`config.mk`:
```
export PLATFORM = sky130hd
export DESIGN_NAME = seg_port_tx
export DESIGN_NICKNAME = d
export VERILOG_FILES = /design/src/rtl/seg_port_pkg.sv /design/src/rtl/seg_port_tx_hex7seg.sv /design/src/rtl/seg_port_tx.sv
export SDC_FILE = /design/constraint.sdc
export NUM_CORES = 1
export LEC_CHECK = 0
export ABC_CLOCK_PERIOD_IN_PS = 5700
export BUFFER_PORTS_ARGS = -buffer_cell sky130_fd_sc_hd__buf_2
export CAP_MARGIN = 20
export CORE_MARGIN = 2
export CORE_UTILIZATION = 50
export DETAILED_ROUTE_END_ITERATION = 16
export PLACE_DENSITY = 0.71
export SYNTH_ARGS = -nofsm -noshare
export SYNTH_HDL_FRONTEND = slang
export SYNTH_SLANG_ARGS = --single-unit
```
`constraint.sdc`:
```
create_clock -name Clk -period 5.7 [get_ports Clk]
set_input_delay 0.285 -clock Clk [delete_from_list [all_inputs] [get_ports Clk]]
set_output_delay 0.285 -clock Clk [all_outputs]
set_load 0.02 [all_outputs]
```
`src/rtl/seg_port_pkg.sv`:
```
// Shared types and constants for the multiplexed 7-segment serial port transmitter.
package seg_port_pkg;

    typedef enum logic [2:0] {
        IDLE,
        SETUP,
        STROBE,
        HOLD,
        WAIT
    } state_t;

    localparam int unsigned STROBE_BIT = 2;
    localparam int unsigned IDX_W      = 2;
    localparam int unsigned DIGITS     = 4;

    // One display frame: four nibbles plus their decimal points.
    typedef struct packed {
        logic [3:0]  dp;
        logic [15:0] data;
    } disp_t;

    // gfedcba patterns for hex digits 0..F, active-high.
    localparam logic [6:0] HEX_SEG [16] = '{
        7'h3F, 7'h06, 7'h5B, 7'h4F, 7'h66, 7'h6D, 7'h7D, 7'h07,
        7'h7F, 7'h6F, 7'h77, 7'h7C, 7'h39, 7'h5E, 7'h79, 7'h71
    };

endpackage

```
`src/rtl/seg_port_tx_hex7seg.sv`:
```
// Combinational hex nibble to 7-segment pattern decoder with decimal point.
module hex7seg
    import seg_port_pkg::*;
(
    input  logic [3:0] nibble,
    input  logic       dp,
    output logic [7:0] pattern_c
);

    assign pattern_c = {dp, HEX_SEG[nibble]};

endmodule

```
`src/rtl/seg_port_tx.sv`:
```
// Scans four hex digits out to a latching segment driver: value/index, strobe, hold, wait per slot.
module seg_port_tx
    import seg_port_pkg::*;
#(
    parameter int unsigned DIGIT_PERIOD = 1000,
    parameter int unsigned SETUP_CYC    = 2,
    parameter int unsigned STROBE_CYC   = 2
) (
    input  logic        Clk,
    input  logic        Reset,
    input  logic        run_i,
    input  logic [15:0] data_i,
    input  logic [3:0]  dp_i,
    input  logic        load_i,
    output logic [7:0]  seg_val_o,
    output logic [7:0]  seg_sel_o,
    output logic        busy_o,
    output logic        frame_done_o
);

    localparam int unsigned CNT_W = (DIGIT_PERIOD > 1) ? $clog2(DIGIT_PERIOD) : 1;
    localparam logic [CNT_W-1:0] SETUP_LAST  = CNT_W'(SETUP_CYC - 1);
    localparam logic [CNT_W-1:0] STROBE_LAST = CNT_W'(SETUP_CYC + STROBE_CYC - 1);
    localparam logic [CNT_W-1:0] SLOT_LAST   = CNT_W'(DIGIT_PERIOD - 1);

    state_t           state, state_nxt;
    logic [CNT_W-1:0] cnt, cnt_nxt;
    logic [IDX_W-1:0] next_idx, next_idx_nxt, idx_nxt;
    disp_t            shadow, shadow_nxt, active, active_nxt, load_val;
    logic [7:0]       seg_sel_nxt, seg_val_nxt_c, pattern_c;
    logic             busy_nxt, frame_done_nxt;
    logic             setup_entry, slot_end;
    logic [3:0]       nibble;
    logic             dp_sel;

    assign load_val = {dp_i, data_i};

    // Next state, slot timing and frame data selection.
    always_comb begin
        state_nxt    = state;
        cnt_nxt      = cnt + CNT_W'(1);
        next_idx_nxt = next_idx;
        idx_nxt      = seg_sel_o[IDX_W-1:0];
        shadow_nxt   = shadow;
        active_nxt   = active;
        setup_entry  = 1'b0;
        slot_end     = (state != IDLE) && (cnt == SLOT_LAST);

        if (load_i) begin
            shadow_nxt = load_val;
        end

        unique case (state)
            IDLE: begin
                cnt_nxt = '0;
                if (run_i) begin
                    setup_entry = 1'b1;
                end
            end
            SETUP:  if (cnt == SETUP_LAST)  state_nxt = STROBE;
            STROBE: if (cnt == STROBE_LAST) state_nxt = HOLD;
            HOLD:   state_nxt = WAIT;
            WAIT:   state_nxt = WAIT;
            default: state_nxt = IDLE;
        endcase

        // A zero-length WAIT means the slot ends straight out of HOLD.
        if (slot_end) begin
            if (run_i) begin
                setup_entry = 1'b1;
            end else begin
                state_nxt = IDLE;
                cnt_nxt   = '0;
            end
        end

        if (setup_entry) begin
            state_nxt    = SETUP;
            cnt_nxt      = '0;
            idx_nxt      = next_idx;
            next_idx_nxt = next_idx + IDX_W'(1);
            if (next_idx == '0) begin
                active_nxt = load_i ? load_val : shadow;
            end
        end

        seg_sel_nxt                 = '0;
        seg_sel_nxt[IDX_W-1:0]      = idx_nxt;
        seg_sel_nxt[STROBE_BIT]     = (state_nxt == STROBE);
        busy_nxt                    = (state_nxt != IDLE);
        frame_done_nxt              = (state_nxt != IDLE) && (cnt_nxt == SLOT_LAST)
                                      && (idx_nxt == IDX_W'(DIGITS - 1));
    end

    assign nibble = active_nxt.data[{idx_nxt, 2'b00} +: 4];
    assign dp_sel = active_nxt.dp[idx_nxt];

    hex7seg u_hex7seg (
        .nibble    (nibble),
        .dp        (dp_sel),
        .pattern_c (pattern_c)
    );

    // Segment value changes only when a new slot begins.
    assign seg_val_nxt_c = setup_entry ? pattern_c : seg_val_o;

    always_ff @(posedge Clk) begin
        if (Reset) begin
            state        <= IDLE;
            cnt          <= '0;
            next_idx     <= '0;
            shadow       <= '0;
            active       <= '0;
            seg_val_o    <= '0;
            seg_sel_o    <= '0;
            busy_o       <= 1'b0;
            frame_done_o <= 1'b0;
        end else begin
            state        <= state_nxt;
            cnt          <= cnt_nxt;
            next_idx     <= next_idx_nxt;
            shadow       <= shadow_nxt;
            active       <= active_nxt;
            seg_val_o    <= seg_val_nxt_c;
            seg_sel_o    <= seg_sel_nxt;
            busy_o       <= busy_nxt;
            frame_done_o <= frame_done_nxt;
        end
    end

endmodule

```
## After elaboration in Yosys (flattened, before gate mapping)

Memory sizes are Yosys's and may differ from the RTL's. A register that Yosys moved wholly into a read port is not among the register bits.
Index checks and enable logic that the tools add are counted.

- Bits in registers: 73
- Bits in latches: 0
- RAM bits: 0
- Bits in read-only memories: 112
- Input port bits: 24
- Output and inout port bits: 18
- Word-level logic and storage cells: 59
- Memories: 1

- $add $sub $neg: 2
- Multiply operators: 0
- Divide/modulo/power cells: 0
- Magnitude comparators: 2
- Equal/unequal tests: 10
- Shift operators: 1
- Mux-type cells: 22
- Bitwise logic cells: 1
- Reductions and logical operators: 8

Memory list:

| memory | depth | width | read ports | clocked after memory_dff | write ports | line | RTL |
|---|---|---|---|---|---|---|---|
| (no name shown) | 16 | 7 | 1 | 1 | 0 | seg_port_tx_hex7seg.sv:10 | `assign pattern_c = {dp, HEX_SEG[nibble]};` |

Operators with widths:

| kind | count |
|---|---|
| 20-bit two-way mux | 3 |
| 10-bit two-way mux | 4 |
| 10-bit == test, second input constant | 2 |
| 16-bit by 5-bit variable part select with 4-bit output | 1 |
| 3-bit two-way mux | 5 |
| 7-bit two-way mux | 2 |
| 3-bit one-hot mux with 4 select lines | 1 |
| 10-bit by 1-bit adder with 10-bit output, second input constant | 1 |
| 10-bit by 1-bit == test with 1-bit output, second input constant | 1 |
| 10-bit by 2-bit == test with 1-bit output, second input constant | 1 |
| 3-bit by 2-bit == test with 1-bit output, second input constant | 3 |
| 3-bit nonzero test | 2 |
| 5-bit >= comparator, second input constant | 1 |
| 1-bit two-way mux | 5 |
| 4-bit NOT with 5-bit output | 1 |
| 3-bit by 1-bit == test with 1-bit output, second input constant | 1 |
| 3-bit == test, second input constant | 1 |
| 1-bit logical AND | 3 |
| 3-bit logical NOT | 1 |
| 2-bit by 3-bit < comparator with 1-bit output, second input constant | 1 |
| 2-bit by 1-bit adder with 2-bit output, second input constant | 1 |
| 1-bit binary-select mux with 2-bit select | 1 |
| 2-bit == test, second input constant | 1 |
| 2-bit logical NOT | 1 |
| 2 further kinds | 2 |

## Depth between registers and ports, before layout

Gate-level depths: netlist (run 1).

- Depth in word-level cells: 10
- Mapped depth: 16
- Mapped depth without buffers: 14

## Hierarchy

A second synthesis (run 1) with hierarchy kept.

- Cell total of the unflattened synthesis: 315
- Area, all modules: 3,200.6 um2

Modules (own cells, without submodules):

| module | times used | cells each | area an instance (um2) | sequential area each (um2) |
|---|---|---|---|---|
| seg_port_tx | 1 | 281 | 2,902.8 | 1,361.3 |
| hex7seg | 1 | 34 | 297.8 | 0.0 |

## Worst setup path after synthesis (run 1)

OpenSTA, ideal clock, no wires.

- Path kind: register to register
- Start point: register cnt[0]
- End point: register seg_val_o[3]
- Setup time: 0.086 ns
- Arrival time: 2.973 ns
- Required time: 5.614 ns
- Slack: 2.642 ns
- Stages on the path, launching flop included: 14
- Buffers on the path: 2
- Clock period less this slack: 3.058 ns
- Cell sequence: dfxtp_1 > ha_1 > clkbuf_1 > a41oi_1 > o21ai_1 > and2_1 > clkbuf_1 > nor2_1 > o31ai_1 > inv_1 > ha_1 > mux2i_1 > mux2i_1 > a211oi_1

- Word-level cells in the longest chain between the ends: 6
- Elaborated cells on any way between the ends: 7
- Those cells by class: eq/ne (1); shift (1); mux (3); bitwise (1); reduce/logical (1)

Ends and longest elaborated chain:

| what | line | RTL |
|---|---|---|
| from (decl) | seg_port_tx.sv:27 | `logic [CNT_W-1:0] cnt, cnt_nxt;` |
| from (signal assigned) | seg_port_tx.sv:120 | `cnt <= cnt_nxt;` |
| 10-bit == test (*) | seg_port_tx.sv:47 | `slot_end = (state != IDLE) && (cnt == SLOT_LAST);` |
| 1-bit logical AND (*) | seg_port_tx.sv:47 |  |
| 1-bit two-way mux (*) | seg_port_tx.sv:68 | `if (slot_end) begin` |
| 20-bit two-way mux / 2-bit two-way mux (equally long branches) | seg_port_tx.sv:77 | `if (setup_entry) begin` |
| 16-bit by 5-bit variable part select with 4-bit output | seg_port_tx.sv:95 | `assign nibble = active_nxt.data[{idx_nxt, 2'b00} +: 4];` |
| 4-bit NOT with 5-bit output (implied by the code) | seg_port_tx_hex7seg.sv:10 |  |
| to (decl) | seg_port_tx.sv:15 | `output logic [7:0] seg_val_o,` |

Every way passes the cells marked *; elsewhere a longest branch is shown, timed or not.
A chain may end at the register's enable or synchronous reset.

## Worst setup path after layout (run 1)

Ends and elaborated chain as after synthesis.

==> summary.txt, run 1 <==
Run status
  – Status: finished, final reports clean

Final layout
  – Nets: 401
  – Synth-to-Final Area Change: 13.3%
  – Final instance area: about 3600 µm²
  – # fillers: approximately 500
  – Fraction of layout cells with a size suffix above 1: 19.1%
  – Final Core Density: between 50% and 60%
  – Antenna Cells: 0

Synthesis
  – Cell area after synthesis: around 3100 µm²
  – Post-synth cell types: 55
  – Area leader, netlist: dfxtp_1
  – Synth area leaders: dfxtp_1 (43%), mux2i_1 (11%), nor2_1 (6.3%), ha_1 (4.0%), mux2_2 (2.9%)
  – Cell with the most instances after synthesis: dfxtp_1
  – Most instantiated cells after synthesis: dfxtp_1 (68), nor2_1 (53), mux2i_1 (33)
  – YS warnings: 0
  – Post-Syn Area per Cell: 9.28 µm²
  – Most used DFF post-synth: dfxtp_1
  – Sequential fraction of the synthesis area: a little over two fifths
  – Yosys reg bits: 68
  – Area fraction of the dominant cell type after synthesis: between 40% and 50%
  – Post-synth EDFFs: 0
  – Ys async rst share: 0%
  – Post-Synthesis Cells: 338

Clock tree
  – CTS Buf Count: 9
  – Post-CTS sizing: 0
  – Cts hold-fix bufs: 0
  – Clk_lat worst skew: 0.35 ns
  – Clk slew on worst S/H paths: ~0.080 ns
  – Deepest clock path buffer count: 2
  – Clk root buf: clkbuf_8
  – TritonCTS Sinks: between 60 and 70
  – H-tree depth: 3
  – CTS tree: done
  – Postcts setup bufs: 0

Power and ir drop
  – PwrDens: 355 nW/µm²
  – Leak: about 1.5 nW
  – Tot Pwr: around 1.3 mW
  – Worst vdd ir: 0.000229 V

Placed design
  – GPL Wtd Cong: about 0.87
  – Port buffer count: 36
  – HPWL Detailed: between 4000 and 5000 µm
  – Placed cell area: between 3000 and 4000 µm²

STA
  – Count of final hold-check violations: 0
  – Fmax: 0.291 GHz
  – Final setup violation count: 0
  – Fin Setup TNS: 0 ns
  – Max-slew violations: 0
  – RSZ-0062 raised after global routing: false
  – Slew headroom: between 30 and 40%
  – Worst clock skew: about 0.015 ns
  – Minimum clock period: 3.44 ns
  – Tcrit/Tclk final: between 60% and 70%
  – Worst-Margin Slew: a little under 1 ns

Detailed routing
  – Drt pass-1 iters: 4
  – WL/cell: roughly 13 µm
  – Routed vias: roughly 2.4k
  – Drt drc: 0
  – Final WL: roughly 6000 µm
  – Post-DR vias/cell: approximately 5.4
  – Final ANT Viol Nets: 0
  – Starting DRT DRC Count: between 150 and 200

Setup path
  – Crit start category: flip-flop
  – Crit path buffers/inverters: 1
  – Crit-path max cell delay: between 0.6 and 0.7 ns
  – CP Max Fanout: 11
  – Critical path data required time: roughly 6.0 ns
  – CP arrival: around 3.7 ns
  – Slowest CP cell: a21oi_2
  – Crit path cell chain: ha_1, a41o_4, nand2_2, a21oi_2, mux2i_1, nor2_1, or2_1, ha_1, inv_1, mux2i_1, mux2i_1, a211oi_1
  – Delay-heaviest family, CP: compound AO/OA/AOI/OAI gates
  – Worst Setup End Kind: flip-flop
  – CP dominant cell by count: mux2i_1
  – Critical Setup Path Class: flip-flop to flip-flop

GRT
  – Grt total ovfl: 0
  – First-pass GRT wire length: around 10000 µm
  – Vias in the first global route: 2310
  – GRT Overall Usage: ~18%
  – Largest net degree at the start of global routing: 55
  – Initial antenna violation count: 0

Floorplan
  – # rows: 28
  – I/O pins: 42
  – DIE HEIGHT: 83.2 µm
  – Die X: approximately 83 µm
  – Starting Density: a little over half
  – Die ar.: between 6000 and 7000 µm²
  – Core area: between 5000 and 6000 µm²

Flow run
  – Max Cap Viol: 0

Hold path
  – Class of the worst hold path: primary input to flip-flop
==> power breakdown <==
part	internal (mW)	switching [mW]
combinational	0.0988	0.144
sequential	0.511	0.0130
clock	0.314	0.180
total	0.924	0.337
==> per-layer routing <==
metal	track usage (%)	vias to the layer above	share of wire [%]
met5	0	-	0
met4	8.35	0	1.8
met3	4.37	10	5.0
met2	27.4	69	43
met1	24.7	1107	50
li1	-	1217	-
==> tightest hold or removal path: stages <==
cell and delay (ns):
buf_2 0.08, mux2i_1 0.07, nor2_1 0.08
==> placed cells by master (no fill, tap or decap), types with 6 or more instances in the layout <==
cell type | synthesis | routed
a21oi_1 | 12 | 12
buf_2 | 4 | 36
clkbuf_8 | 0 | 11
dfxtp_1 | 68 | 68
ha_1 | 10 | 10
inv_1 | 9 | 9
mux2_2 | 8 | 8
mux2i_1 | 33 | 33
nand2_1 | 17 | 17
nand3_1 | 9 | 9
nor2_1 | 53 | 53
nor2b_1 | 14 | 14
nor3_1 | 6 | 6
o21ai_0 | 10 | 10
==> final timing paths <==
kind,slack (ns),endpoint,startpoint,cells past startpoint
worst max-delay path,2.26,seg_val_o[3]$_SDFFE_PP0N_,cnt[0]$_SDFF_PP0_,12
worst min-delay path,0.21,shadow[19]$_SDFF_PP0_,dp_i[3],3
worst max register to register,2.26,seg_val_o[3]$_SDFFE_PP0N_,cnt[0]$_SDFF_PP0_,12
worst min register to register,0.45,seg_val_o[5]$_SDFFE_PP0N_,seg_val_o[5]$_SDFFE_PP0N_,2
==> through the flow <==
step	hold WS, ns	worst slack [ns]	instances
5_1_grt	0.217	1.87	447
3_5_place_dp	0.445	2.29	431
6_report	0.208	2.26	447
2_1_floorplan	0.436	2.64	342
3_3_place_gp	0.440	2.36	431
4_1_cts	0.198	2.29	447
==> flip-flops by register name, indices dropped and copies added (netlist names) <==
signal,flops
state,3
active,20
next_idx,2
cnt,10
seg_sel_o,3
busy_o,1
seg_val_o,8
shadow,20
frame_done_o,1
==> cell families (layout without fill, tap and decap cells) <==
| group | count (synthesis) | in the layout | share of synthesized area (%) |
|---|---|---|---|
| multiplexers | 44 | 44 | 14.7 |
| adder cells (fa/ha/maj) | 10 | 10 | 3.99 |
| flip-flops | 68 | 68 | 43.4 |
| AND/OR/NAND/NOR | 126 | 126 | 19.9 |
| buffers and inverters | 31 | 61 | 4.94 |
| other | 1 | 5 | 0.120 |
| XOR/XNOR | 7 | 7 | 1.95 |
| AO/OA/AOI/OAI | 51 | 51 | 11.1 |
==> final cells by class <==
class | count | area, µm² | area share, %
clock buffer | 12 | 155 | 4.36
clock inverter | 4 | 95.1 | 2.67
inverter | 9 | 33.8 | 0.950
multi-input combinational | 243 | 1640 | 46.0
sequential | 68 | 1360 | 38.3
tap | 75 | 93.8 | 2.64
timing repair buffer | 36 | 180 | 5.07
Note: power is estimated with default switching activity, not from simulation.
==> run 2, diff against run 1 <==
Settings changed: ABC_CLOCK_PERIOD_IN_PS 5700 to 3500.
Clock period 5.7 ns to 3.5 ns, I/O delays scaled along.
==> summary.txt, run 2 (same netlist as run 1, synthesis figures left out) <==
Run status
  – Status: finished, final reports clean

Power and ir drop
  – Leak: 1.54 nW (+0.72%)
  – Worst vdd ir: 0.000295 V (+29%)
  – PwrDens: 571 nW/µm² (+61%)

GRT
  – Vias in the first global route: 2268 (-1.8%)
  – GRT Max-Usage Layer: met2
  – GRT Overall Usage: 19.2% (+0.93 points)
  – Met1 Track Usage GR: 25.4% (+0.73 points)
  – Met3 Track Usage GR: 5.86% (+1.5 points)
  – Grt total ovfl: 0 (unchanged)
  – First-pass GRT wire length: 10700 µm (+2.1%)
  – Largest net degree at the start of global routing: 54 (-1.8%)
  – Met2 usage: 29.0% (+1.5 points)
  – Initial antenna violation count: 0 (unchanged)

Final layout
  – Combined area of the multi-input logic cells: 1640 µm² (+0.31%)
  – Antenna Cells: 0 (unchanged)
  – Sequential cell area: 1360 µm² (unchanged)
  – Most common cell after layout, fill and taps aside: dfxtp_1
  – Commonest non-fill, non-tap cells in the layout: dfxtp_1 (68), nor2_1 (53), buf_2 (36), mux2i_1 (33), nand2_1 (17)
  – Synth-to-Final Area Change: 14.1%
  – Final instance area: 3580 µm² (+0.67%)
  – # fillers: 526 (+3.5%)
  – Fraction of layout cells with a size suffix above 1: 20.2% (+1.1 points)
  – Largest registers: active: 20 flops, shadow: 20 flops, cnt: 10 flops
  – Nets: 405 (+1.0%)

Detailed routing
  – WL/cell: 14.2 µm (+5.2%)
  – Drt pass-1 iters: 4 (unchanged)
  – Routed vias: 2460 (+2.4%)
  – Post-DR vias/cell: 5.45 (+1.5%)
  – Drt drc: 0 (unchanged)
  – Starting DRT DRC Count: 136 (-21%)
  – Final WL: 6390 µm (+6.2%)
  – Final ANT Viol Nets: 0 (unchanged)

Setup path
  – Worst R2R Path Depth: 12 (unchanged)
  – Critical Setup Path Class: flip-flop to flip-flop
  – Worst Setup End Kind: flip-flop
  – CP Max Fanout: 29 (+18)
  – Slowest CP cell: dfxtp_1
  – Crit-path max cell delay: 0.42 ns (-0.19 ns)
  – CP dominant cell by count: ha_1
  – Crit start category: flip-flop
  – Crit path cell chain: ha_1, a41o_4, and2_4, nand2_1, o21ai_0, mux2i_1, nor2_1, or2_1, inv_1, ha_1, or3_1, a32o_1
  – CP arrival: 3.43 ns (-0.26 ns)
  – Reg2reg setup slack: 0.32 ns (-1.94 ns)
  – Critical path data required time: 3.75 ns (-2.20 ns)

STA
  – Fmax: 0.314 GHz (+8.0%)
  – Worst-Margin Slew: 0.591 ns (-0.372 ns)
  – Worst clock skew: 0.00949 ns (-0.00580 ns)
  – Minimum clock period: 3.18 ns (-0.256 ns)
  – RSZ-0062 raised after global routing: false
  – Slew headroom: 60.5% (+25 points)
  – Fin Setup TNS: 0 ns (unchanged)
  – Worst hold slack: 0.0953 ns (-0.113 ns)
  – Max-slew violations: 0 (unchanged)
  – Count of final hold-check violations: 0 (unchanged)
  – Tcrit/Tclk final: 90.9% (+31 points)
  – Final setup violation count: 0 (unchanged)

Hold path
  – Class of the worst hold path: primary input to flip-flop
  – Hold path depth: 3 (unchanged)

Placed design
  – Port buffer count: 36 (unchanged)
  – HPWL Detailed: 4440 µm (+5.0%)
  – Placed cell area: 3340 µm² (+0.91%)
  – GPL Wtd Cong: 0.871 (+0.16%)

Flow run
  – Max Cap Viol: 0 (unchanged)

Clock tree
  – Clk root buf: clkbuf_8
  – TritonCTS Sinks: 68 (unchanged)
  – CTS Buf Count: 9 (unchanged)
  – CTS tree: done
  – Deepest clock path buffer count: 2 (unchanged)
  – Clk slew on worst S/H paths: 0.07 ns (about the same)
  – Postcts setup bufs: 0 (unchanged)
  – H-tree depth: 3 (unchanged)
  – Clk_lat worst skew: 0.35 ns (about the same)

Floorplan
  – DIE HEIGHT: 83.2 µm (unchanged)
  – Die X: 83.2 µm (unchanged)
  – # rows: 28 (unchanged)
  – Core area: 5990 µm² (unchanged)
  – Die ar.: 6930 µm² (unchanged)
  – I/O pins: 42 (unchanged)
  – Starting Density: 52.4% (unchanged)
==> run 2: final cells by class <==
cell class | count | area share (%)
clock buffer | 10 | 3.57
inverter | 9 | 0.944
clock inverter | 6 | 3.11
timing repair buffer | 40 | 5.87
sequential | 68 | 38.0
tap | 75 | 2.62
multi-input combinational | 243 | 45.9
==> run 2: routing by layer <==
| layer | wire length [µm] | part of all wire [%] |
|---|---|---|
| met1 | 3110 | 49 |
| met5 | 0 | 0 |
| met3 | 314 | 4.9 |
| met4 | 110 | 1.7 |
| met2 | 2850 | 45 |
==> run 2: power by group <==
part	internal (mW)	switching (mW)	leakage [nW]
clock	0.475	0.308	0.117
sequential	0.832	0.0218	0.558
combinational	0.166	0.242	0.867
total	1.47	0.572	1.54
==> run 2: what timing repair did <==
item                       4_1_cts  5_1_grt
hold buffers                     0        0
hold endpoints to repair         0        0
setup endpoints to repair        0        6
resized for setup                0        1
==> run 2: path summary, 6_finish.rpt <==
path,startpoint,to
max,cnt[0]$_SDFF_PP0_,seg_val_o[2]$_SDFFE_PP0N_
min,dp_i[1],shadow[17]$_SDFF_PP0_
max reg2reg,cnt[0]$_SDFF_PP0_,seg_val_o[2]$_SDFFE_PP0N_
min reg2reg,seg_val_o[5]$_SDFFE_PP0N_,seg_val_o[5]$_SDFFE_PP0N_
==> run 2: metrics by stage <==
stage / total power, mW / util [%] / cells / worst slack (ns)
floorplan: 1.19 / - / 342 / 0.442
global placement: 1.26 / 55.7 / 435 / 0.433
detailed placement: 1.27 / 55.7 / 435 / 0.222
CTS: 2.06 / 59.7 / 451 / 0.239
global route: 2.14 / 59.8 / 451 / 0.0334
finish: 2.04 / 59.8 / 451 / 0.319
==> run 2: worst max-delay path, delay by kind of cell (launching register included) <==
| family | cells | cell delay (ns) |
|---|---|---|
| buffers and inverters | 1 | 0.12 |
| multiplexers | 1 | 0.12 |
| AO/OA/AOI/OAI | 3 | 0.68 |
| flip-flops | 1 | 0.42 |
| AND/OR/NAND/NOR | 5 | 1.12 |
| adder cells (fa/ha/maj) | 2 | 0.60 |
==> run 3, diff against run 2 <==
Settings changed: CORE_MARGIN 2 to default.
==> summary.txt, run 3 (same netlist as run 1, synthesis figures left out) <==
Run status
  – Status: finished, final reports clean

Placed design
  – GPL Wtd Cong: 0.868 (-0.30%)
  – Pre-CTS setup slack: 0.282 ns (+0.0601 ns)
  – HPWL Detailed: 4280 µm (-3.7%)
  – Port buffer count: 36 (unchanged)

Setup path
  – Crit path cell chain: ha_1, a41o_4, and2_4, nand2_1, o21ai_0, mux2i_1, nor2_1, or2_1, inv_1, ha_1, or3_1, a32o_1
  – CP arrival: 3.36 ns (-0.07 ns)
  – CP Max Fanout: 29 (unchanged)
  – R2r startpoint: cnt[0]$_SDFF_PP0_
  – Worst R2R Path Depth: 12 (unchanged)
  – Worst Setup SP: cnt[0]$_SDFF_PP0_
  – Critical Setup Path Class: flip-flop to flip-flop
  – Worst Setup End Kind: flip-flop
  – Slowest CP cell: dfxtp_1
  – Critical path data required time: 3.75 ns (about the same)
  – Crit-path max cell delay: 0.42 ns (about the same)
  – Worst R2R End: seg_val_o[2]$_SDFFE_PP0N_
  – Crit start category: flip-flop
  – CP dominant cell by count: ha_1
  – Reg2reg setup slack: 0.39 ns (+0.07 ns)

GRT
  – First-pass GRT wire length: 10300 µm (-3.9%)
  – GRT Overall Usage: 20.4% (+1.3 points)
  – Initial antenna violation count: 0 (unchanged)
  – Largest net degree at the start of global routing: 54 (unchanged)
  – Grt total ovfl: 0 (unchanged)
  – Vias in the first global route: 2203 (-2.9%)

STA
  – Fin Setup TNS: 0 ns (unchanged)
  – Slew headroom: 64.2% (+3.7 points)
  – RSZ-0062 raised after global routing: false
  – Fin worst setup slack: 0.392 ns (+0.0720 ns)
  – Final setup violation count: 0 (unchanged)
  – Max-slew violations: 0 (unchanged)
  – Fmax: 0.322 GHz (+2.3%)
  – Count of final hold-check violations: 0 (unchanged)
  – Minimum clock period: 3.11 ns (-0.0720 ns)
  – Worst clock skew: 0.0117 ns (+0.00226 ns)
  – Tcrit/Tclk final: 88.8% (-2.1 points)
  – Worst-Margin Slew: 0.537 ns (-0.0537 ns)
  – Worst hold slack: 0.0880 ns (-0.00727 ns)

Final layout
  – Antenna Cells: 0 (unchanged)
  – # fillers: 531 (+0.95%)
  – Commonest non-fill, non-tap cells in the layout: dfxtp_1 (68), nor2_1 (53), buf_2 (36), mux2i_1 (33), nand2_1 (17)
  – Most common cell after layout, fill and taps aside: dfxtp_1
  – Nets: 406 (+0.25%)
  – Fraction of layout cells with a size suffix above 1: 20.7% (+0.48 points)
  – Largest registers: active: 20 flops, shadow: 20 flops, cnt: 10 flops
  – Synth-to-Final Area Change: 15.3%

Clock tree
  – CTS tree: done
  – Clk_lat worst skew: 0.35 ns (about the same)
  – TritonCTS Sinks: 68 (unchanged)
  – Clk slew on worst S/H paths: 0.08 ns (about the same)
  – Cts hold-fix bufs: 0 (unchanged)
  – Clk root buf: clkbuf_8
  – H-tree depth: 3 (unchanged)
  – Deepest clock path buffer count: 2 (unchanged)
  – CTS Buf Count: 9 (unchanged)

Detailed routing
  – Drt pass-1 iters: 4 (unchanged)
  – Starting DRT DRC Count: 143 (+5.1%)
  – Final WL: 6160 µm (-3.6%)
  – Post-DR vias/cell: 5.34 (-2.0%)
  – Drt drc: 0 (unchanged)
  – Routed vias: 2415 (-1.8%)
  – WL/cell: 13.6 µm (-3.8%)
  – Final ANT Viol Nets: 0 (unchanged)

Hold path
  – Worst hold endpoint: shadow[4]$_SDFF_PP0_
  – Class of the worst hold path: primary input to flip-flop
  – Hold path depth: 3 (unchanged)
  – Hold wc startpoint: data_i[4]

Floorplan
  – I/O pins: 42 (unchanged)
  – Die X: 81.2 µm (-2.4%)
  – Starting Density: 52.4% (unchanged)
  – Die ar.: 6600 µm² (-4.7%)
  – DIE HEIGHT: 81.2 µm (-2.4%)
  – # rows: 28 (unchanged)
  – Core area: 5990 µm² (unchanged)

Power and ir drop
  – Leak: 1.56 nW (+1.4%)
  – PwrDens: 590 nW/µm² (+3.3%)
  – Worst vdd ir: 0.000377 V (+28%)
  – Tot Pwr: 2.13 mW (+4.4%)

Flow run
  – Max Cap Viol: 0 (unchanged)
## run 3: cell types whose count changed in the layout (fill, tap and decap cells not counted)
cell        change
buf_4           +1
bufinv_16       +1
clkinv_4        +1
clkbuf_1        -1
inv_6           +1
clkinv_2        -1
clkinvlp_4      -1
## run 3: final cells by class
| cell class | count | area (µm²) | share of cell area [%] |
|---|---|---|---|
| clock buffers | 9 | 124 | 3.42 |
| clock inverters | 7 | 146 | 4.05 |
| inverters | 9 | 33.8 | 0.934 |
| multi-input cells | 243 | 1640 | 45.4 |
| flip-flops and latches | 68 | 1360 | 37.6 |
| well taps | 75 | 93.8 | 2.59 |
| repair buffers | 41 | 218 | 6.02 |
## run 3: repair_timing
action | 4_1_cts | 5_1_grt
setup endpoints to repair | 0 | 1
resized for setup | 0 | 1
setup buffers | 0 | 0
## run 3: metal layers
layer / vias to the layer above / wire, µm / share of wire, % / GRT usage [%]
li1: 1225 / - / - / -
met1: 1130 / 3160 / 51 / 27.9
met3: 7 / 246 / 4.0 / 5.73
met2: 53 / 2660 / 43 / 29.7
met5: - / 0 / 0 / 0
met4: 0 / 93 / 1.5 / 9.11
## run 3: critical path: cells and delay by family, from the launching register on
| family | cells | cell delay [ns] |
|---|---|---|
| AO/OA/AOI/OAI | 3 | 0.66 |
| adder cells (fa/ha/maj) | 2 | 0.57 |
| buffers and inverters | 1 | 0.11 |
| flip-flops | 1 | 0.42 |
| multiplexers | 1 | 0.11 |
| AND/OR/NAND/NOR | 5 | 1.13 |
## run 3: power breakdown
| group | internal (mW) | switching (mW) | total [mW] |
|---|---|---|---|
| registers | 0.832 | 0.0221 | 0.854 |
| logic | 0.168 | 0.237 | 0.405 |
| clock network | 0.552 | 0.324 | 0.876 |
## run 3: how the worst max path moves through the flow
stage,end,depth (start not counted)
after floorplan,seg_val_o[3]$_SDFFE_PP0N_,13
after global placement,seg_val_o[3]$_SDFFE_PP0N_,11
after detailed placement,seg_val_o[3]$_SDFFE_PP0N_,11
after CTS,seg_val_o[3]$_SDFFE_PP0N_,11
after global routing,seg_val_o[2]$_SDFFE_PP0N_,12
final,seg_val_o[2]$_SDFFE_PP0N_,12
## run 3: through the flow
| stage | instances | cell area, µm² | util [%] |
|---|---|---|---|
| global placement | 436 | 3340 | 55.8 |
| detailed placement | 436 | 3340 | 55.8 |
| floorplan | 342 | 3150 | - |
| CTS | 452 | 3610 | 60.3 |
| finish | 452 | 3620 | 60.4 |
| global route | 452 | 3620 | 60.4 |
